$ cat config.mk
export PLATFORM = sky130hd
export DESIGN_NAME = uart_tx_frame_flat
export DESIGN_NICKNAME = d
export VERILOG_FILES = /design/src/rtl/uart_tx_frame_if.sv /design/src/rtl/uart_tx_frame.sv /design/src/flat_wrapper.sv
export SDC_FILE = /design/constraint.sdc
export NUM_CORES = 1
export LEC_CHECK = 0
export ABC_AREA = 0
export CORE_MARGIN = 2
export CORE_UTILIZATION = 54
export CTS_BUF_LIST = sky130_fd_sc_hd__clkbuf_8 sky130_fd_sc_hd__clkbuf_16
export CTS_CLUSTER_DIAMETER = 30
export CTS_CLUSTER_SIZE = 14
export DETAILED_ROUTE_END_ITERATION = 16
export PLACE_DENSITY = 0.76
export SLEW_MARGIN = 30
export SYNTH_ARGS = -nofsm -noshare
export SYNTH_HDL_FRONTEND = slang
export SYNTH_SLANG_ARGS = --single-unit
$ cat constraint.sdc
create_clock -name clk -period 3.3 [get_ports clk]
set_input_delay 0.66 -clock clk [delete_from_list [all_inputs] [get_ports clk]]
set_output_delay 0.66 -clock clk [all_outputs]
set_load 0.03 [all_outputs]
$ cat src/rtl/uart_tx_frame_if.sv
// ----------------------------------------------------------------------------
// uart_tx_frame_if
// Handshake bundle between the tx_start generator / receive data register
// and the UART transmitter.
//
//   tx_start  request strobe (only its rising edge matters to the transmitter)
//   tx_data   byte to send, sampled when the request is accepted
//   txd       serial line, idle high
//   tx_busy   frame in progress
//   tx_done   one-cycle pulse after the last stop bit
//
// Modports:
//   master  - the requester: drives tx_start/tx_data, observes line status
//   slave   - the transmitter: consumes the request, drives line status
// ----------------------------------------------------------------------------
`timescale 1ns/1ps

interface uart_tx_frame_if #(
    parameter int DATA_BITS = 8
);
    logic                 tx_start;
    logic [DATA_BITS-1:0] tx_data;
    logic                 txd;
    logic                 tx_busy;
    logic                 tx_done;

    modport master (
        output tx_start,
        output tx_data,
        input  txd,
        input  tx_busy,
        input  tx_done
    );

    modport slave (
        input  tx_start,
        input  tx_data,
        output txd,
        output tx_busy,
        output tx_done
    );
endinterface

$ cat src/rtl/uart_tx_frame.sv
// ----------------------------------------------------------------------------
// uart_tx_frame
// UART transmitter for the echo/loopback path. Each rising edge of tx_start
// seen while idle sends one frame: start bit, DATA_BITS payload bits LSB
// first, optional parity bit, STOP_BITS stop bits. The bit rate comes from an
// internal divider (DIV = CLK_FREQ/BAUD clk cycles per bit), so everything
// runs on clk.
//
// Optional feature: define UART_TX_PARITY_EN to insert a parity bit after the
// payload (even parity when PARITY_ODD=0, odd when PARITY_ODD=1). Without the
// macro there is no parity state or logic and PARITY_ODD has no effect.
//
// Ports:
//   clk    system clock
//   reset  asynchronous, active-low reset
//   bus    uart_tx_frame_if.slave: tx_start, tx_data in; txd, tx_busy,
//          tx_done out (all outputs registered)
// ----------------------------------------------------------------------------
`timescale 1ns/1ps

module uart_tx_frame #(
    parameter int CLK_FREQ   = 50000000,
    parameter int BAUD       = 115200,
    parameter int DATA_BITS  = 8,
    parameter int STOP_BITS  = 1,
    parameter int PARITY_ODD = 0
) (
    input  logic          clk,
    input  logic          reset,
    uart_tx_frame_if.slave bus
);
    localparam int DIV   = CLK_FREQ / BAUD;
    localparam int CNT_W = (DIV > 1) ? $clog2(DIV) : 1;
    localparam int BIT_W = 3;

    localparam logic [CNT_W-1:0] BAUD_LAST = CNT_W'(DIV - 1);
    localparam logic [BIT_W-1:0] DATA_LAST = BIT_W'(DATA_BITS - 1);
    localparam logic [BIT_W-1:0] STOP_LAST = BIT_W'(STOP_BITS - 1);

    // Parameter legality markers: an out-of-range setting leaves a clearly
    // named block in the elaborated hierarchy.
    if (DIV < 2) begin : g_bad_div_below_2
    end
    if (DATA_BITS < 5 || DATA_BITS > 8) begin : g_bad_data_bits
    end
    if (STOP_BITS < 1 || STOP_BITS > 2) begin : g_bad_stop_bits
    end
    if (PARITY_ODD < 0 || PARITY_ODD > 1) begin : g_bad_parity_odd
    end

    typedef enum logic [2:0] {
        S_IDLE,
        S_START,
        S_DATA,
`ifdef UART_TX_PARITY_EN
        S_PARITY,
`endif
        S_STOP,
        S_DONE
    } state_t;

    state_t               state_reg,    state_next;
    logic [CNT_W-1:0]     baud_cnt_reg, baud_cnt_next;
    logic [BIT_W-1:0]     bit_cnt_reg,  bit_cnt_next;
    logic [DATA_BITS-1:0] shift_reg,    shift_next;
    logic                 start_d_reg;
    logic                 txd_reg,      txd_next;
    logic                 tx_busy_reg,  tx_busy_next;
    logic                 tx_done_reg,  tx_done_next;
`ifdef UART_TX_PARITY_EN
    logic                 parity_reg,   parity_next;
`endif

    logic start_rise;
    logic bit_end;

    // A level-held request yields a single rising edge, hence a single frame.
    assign start_rise = bus.tx_start & ~start_d_reg;
    assign bit_end    = (baud_cnt_reg == BAUD_LAST);

    always_ff @(posedge clk or negedge reset) begin
        if (!reset) begin
            state_reg    <= S_IDLE;
            baud_cnt_reg <= '0;
            bit_cnt_reg  <= '0;
            shift_reg    <= '0;
            start_d_reg  <= 1'b0;
            txd_reg      <= 1'b1;
            tx_busy_reg  <= 1'b0;
            tx_done_reg  <= 1'b0;
`ifdef UART_TX_PARITY_EN
            parity_reg   <= 1'b0;
`endif
        end else begin
            state_reg    <= state_next;
            baud_cnt_reg <= baud_cnt_next;
            bit_cnt_reg  <= bit_cnt_next;
            shift_reg    <= shift_next;
            start_d_reg  <= bus.tx_start;
            txd_reg      <= txd_next;
            tx_busy_reg  <= tx_busy_next;
            tx_done_reg  <= tx_done_next;
`ifdef UART_TX_PARITY_EN
            parity_reg   <= parity_next;
`endif
        end
    end

    always_comb begin
        state_next    = state_reg;
        bit_cnt_next  = bit_cnt_reg;
        shift_next    = shift_reg;
`ifdef UART_TX_PARITY_EN
        parity_next   = parity_reg;
`endif
        // Inside a bit-carrying state the divider free-runs and wraps at
        // DIV-1; IDLE and DONE override this and hold it at zero.
        baud_cnt_next = bit_end ? '0 : baud_cnt_reg + CNT_W'(1);

        case (state_reg)
            S_IDLE: begin
                baud_cnt_next = '0;
                bit_cnt_next  = '0;
                if (start_rise) begin
                    state_next = S_START;
                    shift_next = bus.tx_data;
`ifdef UART_TX_PARITY_EN
                    parity_next = (^bus.tx_data) ^ 1'(PARITY_ODD);
`endif
                end
            end
            S_START: begin
                if (bit_end) begin
                    state_next   = S_DATA;
                    bit_cnt_next = '0;
                end
            end
            S_DATA: begin
                if (bit_end) begin
                    shift_next = shift_reg >> 1;
                    if (bit_cnt_reg == DATA_LAST) begin
                        bit_cnt_next = '0;
`ifdef UART_TX_PARITY_EN
                        state_next   = S_PARITY;
`else
                        state_next   = S_STOP;
`endif
                    end else begin
                        bit_cnt_next = bit_cnt_reg + BIT_W'(1);
                    end
                end
            end
`ifdef UART_TX_PARITY_EN
            S_PARITY: begin
                if (bit_end) begin
                    state_next   = S_STOP;
                    bit_cnt_next = '0;
                end
            end
`endif
            S_STOP: begin
                if (bit_end) begin
                    if (bit_cnt_reg == STOP_LAST) begin
                        state_next   = S_DONE;
                        bit_cnt_next = '0;
                    end else begin
                        bit_cnt_next = bit_cnt_reg + BIT_W'(1);
                    end
                end
            end
            S_DONE: begin
                // A request arriving here is dropped: only IDLE accepts.
                state_next    = S_IDLE;
                baud_cnt_next = '0;
                bit_cnt_next  = '0;
            end
            default: begin
                state_next    = S_IDLE;
                baud_cnt_next = '0;
                bit_cnt_next  = '0;
            end
        endcase

        // Outputs are decoded from the next state so they can be registered
        // and still line up with the state they describe.
        txd_next     = 1'b1;
        tx_busy_next = 1'b0;
        tx_done_next = 1'b0;
        case (state_next)
            S_START: begin
                txd_next     = 1'b0;
                tx_busy_next = 1'b1;
            end
            S_DATA: begin
                txd_next     = shift_next[0];
                tx_busy_next = 1'b1;
            end
`ifdef UART_TX_PARITY_EN
            S_PARITY: begin
                txd_next     = parity_next;
                tx_busy_next = 1'b1;
            end
`endif
            S_STOP: begin
                tx_busy_next = 1'b1;
            end
            S_DONE: begin
                tx_done_next = 1'b1;
            end
            default: begin
                txd_next = 1'b1;
            end
        endcase
    end

    assign bus.txd     = txd_reg;
    assign bus.tx_busy = tx_busy_reg;
    assign bus.tx_done = tx_done_reg;

endmodule

$ cat src/flat_wrapper.sv
// flat-port wrapper written by rule: the top's interface ports become plain ports
module uart_tx_frame_flat 
#(
    parameter int CLK_FREQ   = 50000000,
    parameter int BAUD       = 115200,
    parameter int DATA_BITS  = 8,
    parameter int STOP_BITS  = 1,
    parameter int PARITY_ODD = 0
)
  (clk, reset, bus_tx_start, bus_tx_data, bus_txd, bus_tx_busy, bus_tx_done);
  uart_tx_frame_if #(.DATA_BITS(DATA_BITS)) bus_i ();
  input  logic clk;
  input  logic reset;
  input wire logic [$bits(bus_i.tx_start)-1:0] bus_tx_start;
  input wire logic [$bits(bus_i.tx_data)-1:0] bus_tx_data;
  output wire logic [$bits(bus_i.txd)-1:0] bus_txd;
  output wire logic [$bits(bus_i.tx_busy)-1:0] bus_tx_busy;
  output wire logic [$bits(bus_i.tx_done)-1:0] bus_tx_done;
  assign bus_i.tx_start = bus_tx_start;
  assign bus_i.tx_data = bus_tx_data;
  assign bus_txd = bus_i.txd;
  assign bus_tx_busy = bus_i.tx_busy;
  assign bus_tx_done = bus_i.tx_done;
  uart_tx_frame #(.CLK_FREQ(CLK_FREQ), .BAUD(BAUD), .DATA_BITS(DATA_BITS), .STOP_BITS(STOP_BITS), .PARITY_ODD(PARITY_ODD)) u_core (.clk(clk), .reset(reset), .bus(bus_i));
endmodule
==> summary.md <==
| Metric | Value |
|---|---|
| Register area | 677 sq um |
| Total power | 542 uW |
| Max FO, Critical Path | 12 |
| Antenna violations before repair | 0 |
| Via count | 943 |
| Die Area | 2860 sq um |
| Highest clock rate | 437 MHz |
| Worst hold path stage count | 2 |
| P_leak | 0.698 nW |
| HPWL after DPL | 1700 microns |
| Max clock buf depth | 2 |
| Initial drt markers | 11 |
| Global Route Usage Sum | 0.195 |
| Top Ports | 14 |
| First-pass GRT wire length | 3930 microns |
| Syn Nets | 143 |
| Final Setup Violations | 0 |
| Mean post-synth cell area | 10.4 sq um |
| Count of final hold-check violations | 0 |
| Setup Skew | 5.08 ps |
| Root buf cell | clkbuf_8 |
| Synth cell types | 36 |
| Post-synthesis register bit count | 27 |
| Worst hold start | u_core.shift_reg[5] |
| WL/cell | 13.4 microns |
| Final WL | 2280 microns |
| Synthesis warning total | 0 |
| Area grow syn2layout | 15.0% |
| Worst Setup Start Kind | primary input |
| Outcome | completed |
| Nets | 159 |
| DRC viols | 0 |
| Post-DRT Antenna Nets | 0 |
| Gr ovfl total | 0 |
| Peak supply drop | 0.272 mV |
| Setup repair after global routing missed its margin | false |
| Clock transition at path regs | 90 ps |
| Vias per cell | 5.55 |
| Worst hold path class | flop to flop |
| Number of flops mapped to enable cells by yosys | 0 |
| Least-Margin Pin Slew | 509 ps |
| CTS H-tree lvls | 1 |
| Setup_tns | 0 ps |
| Synth area leaders | dfrtp_1, nor2_1, nand2_1 |
| Setup crit end kind | flop |
| Vias in the first global route | 921 |
| Share of layout cells above drive strength 1 | 0.0915 |
| CP Class | primary input to flop |
| Largest net degree at the start of global routing | 28 |
| Origin of the critical flop-to-flop path | u_core.state_reg[0] |
| Worst Path Required | 3460 ps |
| Chip height | 53.5 microns |
| Max-Cap Viols | 0 |
| Max FFs per register | 9 |
| Rows | 17 |
| Post-Synthesis Cell Area | 1320 sq um |
| Routability Congestion | 0.849 |
| Core outline area | 2250 sq um |
| Yosys top cell by area | dfrtp_1 |
| DR pass1 iterations | 4 |
| Area occupied by multi-input gates | 601 sq um |
| Most common cell in the netlist | dfrtp_1 |
| PostCTS Resize Cnt | 0 |
| R2r worst-path depth | 4 |
| Power density cells | 356 nW/um^2 |
| Sequential share of the synthesized area | 0.512 |
| Diodes inserted | 0 |
| Fin crit period | 2290 ps |
| Worst-Skew Late Latency | 270 ps |
| Final period utilization | 0.693 |
| Hold Buf Count CTS | 0 |
| TritonCTS buffer count | 3 |
| Post-Synthesis Cells | 127 |
| Post-CTS Setup Inserts | 0 |
| Die width | 53.5 microns |
| Initial Util | 0.587 |
| Worst EP arrival | 2440 ps |
| Predominant post-synthesis flop cell | dfrtp_1 |
| Clk sink count | 27 |
| Yosys top cell area share | 0.492 |
| Setup crit start | bus_tx_start |
| TritonCTS clock tree | yes |
| Rel. slew slack | 0.658 |
| Commonest cells in the netlist | dfrtp_1, nor2_1, nand2_1 |
| FFs w/ async S/R, synth | 1.00 |
| Fill cell count | 176 |
| IO Port Bufs | 13 |
| Max-slew violations | 0 |
per-layer routing:
| layer | vias to the layer above | share of wire | track usage |
|---|---|---|---|
| met1 | 456 | 0.44 | 0.227 |
| met4 | 0 | 0.011 | 0.0769 |
| met5 | - | 0 | 0 |
| li1 | 465 | - | - |
| met3 | 4 | 0.038 | 0.0367 |
| met2 | 18 | 0.51 | 0.350 |
area by class of cell:
class | instances | share of cell area
multi-input combinational | 90 | 0.395
inverter | 7 | 0.0173
timing repair buffer | 14 | 0.0905
clock buffer | 3 | 0.0271
tap | 28 | 0.0230
sequential | 27 | 0.445
clock inverter | 1 | 0.00247
cell usage in the layout (no fill, tap or decap), types with 2 or more instances in the layout:
cell	count
a21oi_1	2
a22oi_1	5
clkbuf_8	3
clkdlybuf4s50_1	13
dfrtp_1	26
ha_1	5
inv_1	8
nand2_1	17
nand2b_1	2
nand3_1	5
nor2_1	18
nor2b_1	2
nor3_1	3
o21ai_0	4
o21ai_1	2
xnor2_1	5
xor2_1	2
final timing paths:
| path | slack (ps) | to |
|---|---|---|
| worst max register to register | 1330 | u_core.shift_reg[1] |
| worst max-delay path | 1010 | u_core.shift_reg[1] |
| worst min register to register | 490 | u_core.shift_reg[5] |
| max in group asynchronous | 2240 | u_core.bus.txd |
| worst min-delay path | 490 | u_core.shift_reg[5] |
| min in group asynchronous | 770 | u_core.shift_reg[0] |
kinds of logic after synthesis:
group / Yosys count / share of synthesized area
xor gates and xnor gates: 7 / 0.0464
buffers and inverters: 10 / 0.0341
adders and majority gates: 5 / 0.0473
AOI/OAI and AO/OA: 20 / 0.107
muxes: 1 / 0.00757
and+or+nand+nor: 57 / 0.246
DFF: 27 / 0.512
report_power, final:
group	switching (mW)	leakage (nW)	internal [mW]
registers	0.00312	0.334	0.336
clock network	0.0931	0.0269	0.0832
logic	0.0118	0.337	0.0146
critical path, stage by stage:
cell	delay [ps]
clkdlybuf4s50_1	480
or4b_1	500
nor2_2	390
nor3_1	100
a221o_2	310
per-stage QoR:
stage / hold slack (ps) / instances / utilization / area, sq um / setup slack, ps
finish: 490 / 170 / 0.675 / 1520 / 1010
global route: 504 / 170 / 0.675 / 1520 / 920
CTS: 489 / 170 / 0.675 / 1520 / 1030
detailed placement: 467 / 166 / 0.655 / 1480 / 743
global placement: 461 / 166 / 0.655 / 1480 / 801
floorplan: 364 / 127 / - / 1320 / 1530
Power figures use the tool's default switching activity.
